$ cat src/rtl/ternary_pkg.sv
// Shared balanced-ternary trit encoding, plus conversions between trit codes
// and small signed integers.
package ternary_pkg;

  typedef logic [1:0] trit_t;

  localparam trit_t TRIT_POS  = 2'b10;
  localparam trit_t TRIT_ZERO = 2'b00;
  localparam trit_t TRIT_NEG  = 2'b01;
  localparam trit_t TRIT_ERR  = 2'b11;

  // The invalid code maps to 0 here; callers must check validity separately.
  function automatic logic signed [2:0] trit_to_int(input trit_t t);
    case (t)
      TRIT_POS: return 3'sb001;
      TRIT_NEG: return 3'sb111;
      default:  return 3'sb000;
    endcase
  endfunction

  function automatic trit_t int_to_trit(input logic signed [2:0] v);
    case (v)
      3'sb001: return TRIT_POS;
      3'sb111: return TRIT_NEG;
      3'sb000: return TRIT_ZERO;
      default: return TRIT_ERR;
    endcase
  endfunction

endpackage

$ cat src/rtl/trit_decode.sv
// Converts an encoded trit into a signed value in -1..+1, and flags the
// reserved invalid code.
module trit_decode
  import ternary_pkg::*;
(
  input  trit_t              code,
  output logic signed [2:0]  val,
  output logic               invalid
);

  assign val     = trit_to_int(code);
  assign invalid = (code == TRIT_ERR);

endmodule

$ cat src/rtl/add_half_te.sv
// Balanced-ternary half adder with registered sum, carry and error flag.
// Each operand pair produces its result one cycle after it is sampled.
module add_half_te
  import ternary_pkg::*;
(
  input  logic       clk,
  input  logic       rst_n,
  input  logic [1:0] a,
  input  logic [1:0] b,
  output logic [1:0] c,
  output logic [1:0] cout,
  output logic       err
);

  logic signed [2:0] val_a;
  logic signed [2:0] val_b;
  logic signed [2:0] sum;
  logic              inv_a;
  logic              inv_b;
  trit_t             c_next;
  trit_t             cout_next;
  logic              err_next;

  trit_decode u_dec_a (.code(a), .val(val_a), .invalid(inv_a));
  trit_decode u_dec_b (.code(b), .val(val_b), .invalid(inv_b));

  assign sum = val_a + val_b;

  // A sum of +/-2 folds into an opposite-sign digit plus a carry of the same sign.
  always_comb begin
    c_next    = TRIT_ZERO;
    cout_next = TRIT_ZERO;
    err_next  = 1'b0;
    if (inv_a || inv_b) begin
      c_next   = TRIT_ERR;
      err_next = 1'b1;
    end else begin
      case (sum)
        3'sb110: begin
          c_next    = TRIT_POS;
          cout_next = TRIT_NEG;
        end
        3'sb010: begin
          c_next    = TRIT_NEG;
          cout_next = TRIT_POS;
        end
        default: c_next = int_to_trit(sum);
      endcase
    end
  end

  always_ff @(posedge clk) begin
    if (!rst_n) begin
      c    <= TRIT_ZERO;
      cout <= TRIT_ZERO;
      err  <= 1'b0;
    end else begin
      c    <= c_next;
      cout <= cout_next;
      err  <= err_next;
    end
  end

endmodule

$ cat config.mk
export PLATFORM = sky130hd
export DESIGN_NAME = add_half_te
export DESIGN_NICKNAME = d
export VERILOG_FILES = /design/src/rtl/ternary_pkg.sv /design/src/rtl/trit_decode.sv /design/src/rtl/add_half_te.sv
export SDC_FILE = /design/constraint.sdc
export NUM_CORES = 1
export LEC_CHECK = 0
export ABC_CLOCK_PERIOD_IN_PS = 5600
export CAP_MARGIN = 10
export CORE_AREA = 2 2 39 41
export DETAILED_ROUTE_END_ITERATION = 7
export DIE_AREA = 0 0 41 43
export GPL_TIMING_DRIVEN = 0
export PLACE_DENSITY_LB_ADDON = 0.25
export SYNTH_ARGS = -nofsm -noshare
export SYNTH_HDL_FRONTEND = slang
export SYNTH_SLANG_ARGS = --single-unit
$ cat constraint.sdc
create_clock -name clk -period 5.6 [get_ports clk]
set_clock_uncertainty 0.2 [all_clocks]
set_input_delay 1.12 -clock clk [delete_from_list [all_inputs] [get_ports clk]]
set_output_delay 1.12 -clock clk [all_outputs]
set_load 0.01 [all_outputs]
==> metrics.txt <==
status=finished, final reports clean; pre-CTS setup slack=1920 ps; area leader, netlist=dfxtp_1; syn_nets=42; Gate Count Post-Synth=30; first-pass GRT wire length=634 um; post-synthesis cell type count=8; CTS sink count=5; Avg Inst Size Synth=9.80 sq um; Core Util, Final=31.8%; largest net degree at the start of global routing=6; P&R area growth vs syn=49.8%; Antenna diodes=0; worst setup margin=2180 ps; vias in the first global route=165; total of max-cap violations=0; Peak Freq=0.293 GHz; Synth Area in Adders=28.1%; worst path arrival time=3340 ps; CTS Hold Bufs=0; Die Wd=41 um; worst-margin pin slew=150 ps; HP Start=rst_n; Slew headroom=90.0%; Inst Count DP=56; post_cts resized=0; pwr dens=244 mW/mm^2; TNS Setup=0 ps; Die Y=43 um; final hold vios=0; fin crit share=61.0%; routability cong.=0.586; compound-gate portion of the synthesized area=6.81%; Bufs on Longest Clock Path=2; nets=57; xor and xnor area share after synthesis=0%; Critical Path RT=5530 ps; post-synthesis sequential area ratio=34.0%; Hold WC Path Type=input pin to flop; mux share of post-synthesis cell area=0%; count leader, synth=inv_1; row count=14; I/O pin cnt=11; initial antenna violation count=0; H-tree Lvls=1; DRT iter0 DRCs=4; synth top area cells=dfxtp_1 34%, ha_1 21%, or4b_1 14%; Yosys reg bits=5; Pre-Repair DR Iteration Count=2; CTS root buffer=clkbuf_4; Max VDD drop=0.0000524 V; grt ovf=0; top_reg_cell synth=dfxtp_1; Crit Path Max Fanout=5; number of flops mapped to enable cells by yosys=0; Synth top area share=34.0%; CP Capture Point=c[0]; Power, Total=107 uW; Crit. Startpoint=a[1]; Startpoint Class=input pin; DP HPWL=367 um; vias=232; Synth Area in Simple Gates=19.6%; Tot GR Track Use=6.14%; Final min period=3420 ps; Critical Path End Type=flop; unrepaired setup endpoints after global routing=no; synth cell count leaders=9 x inv_1, 5 x dfxtp_1, 5 x ha_1; CTS tree=yes; Port Buffers=10; Reg area=100 sq um; die area=0.00176 sq mm; Clk pin slew, worst setup/hold paths=40 ps; post-route insts no fill=60; Fillers=151; Slew Viols, Final=0; Worst Setup Path Type=input pin to flop; vias per cell=3.87; WL final=424 um; post-CTS setup buffer count=0; DRT antenna net count=0; area occupied by multi-input gates=160 sq um; number of synthesis warnings=0; drt drc=0; drt wl/cell=7.07 um; Post-synth ARST share=0%; Setup violations, final=0; Initial Utilization=21.2%; Core Area=0.00138 sq mm; largest family of logic cells by synthesized area=adder cells; leakage=0.000218 uW; CTS Buf Count=3; share of layout cells above drive strength 1=6.82%; Cell Area, Synth=294 sq um
==> stage by stage <==
| step | instance area, sq um | hold slack [ps] |
|---|---|---|
| 2_1_floorplan | 294 | 1050 |
| 3_3_place_gp | 414 | 1560 |
| 3_5_place_dp | 414 | 1550 |
| 4_1_cts | 440 | 1310 |
| 5_1_grt | 440 | 1300 |
| 6_report | 440 | 1310 |
==> final cells by class <==
type / instances / area share [%]
Multi-Input combinational cell: 16 / 36.4
Sequential cell: 5 / 22.7
Timing Repair Buffer: 10 / 22.7
Inverter: 9 / 7.67
Clock buffer: 4 / 5.97
Tap cell: 16 / 4.55
==> layer usage <==
metal | global-route usage (%) | vias up | wire (um) | part of all wire, %
met3 | 6.28 | 0 | 30 | 7.1
li1 | - | 127 | - | -
met4 | 6.00 | 0 | 0 | 0
met5 | 0 | - | 0 | 0
met2 | 5.63 | 9 | 181 | 43
met1 | 7.12 | 96 | 212 | 50
==> critical path: stages <==
cell and delay [ps]:
clkdlybuf4s50_1 480, inv_1 50, ha_1 260, inv_1 40, ha_1 190, fa_1 430, or4b_1 560, o211a_1 220
==> registers in the layout, summed over array words and instances, names as in the netlist <==
register  cells
err           1
cout          2
c             2
==> power by group <==
| group | switching, uW | internal (uW) |
|---|---|---|
| clock | 13.7 | 26.9 |
| sequential | 0.592 | 38.7 |
| combinational | 11.7 | 15.9 |
==> cell families after synthesis <==
logic type / after synthesis
flops: 5
simple gates: 8
fa+ha+maj: 6
buf+inv: 9
compound gates: 2
==> worst min-delay path by stage <==
stage          endpoint  slack [ps]  depth (start not counted)
2_1_floorplan      c[0]        1050                          1
3_3_place_gp       c[1]        1560                          2
3_5_place_dp       c[1]        1550                          2
4_1_cts            c[1]        1310                          2
5_1_grt            c[1]        1300                          2
6_report           c[1]        1310                          2
==> cell usage in the layout, fill, tap and decap left out <==
cell type,instances
clkdlybuf4s50_1,10
inv_1,9
ha_1,5
dfxtp_1,5
or4b_1,4
clkbuf_4,3
nor3_1,2
o211a_1,2
nor2_1,2
fa_1,1
clkbuf_1,1
Note: power is estimated with default switching activity, not from simulation.
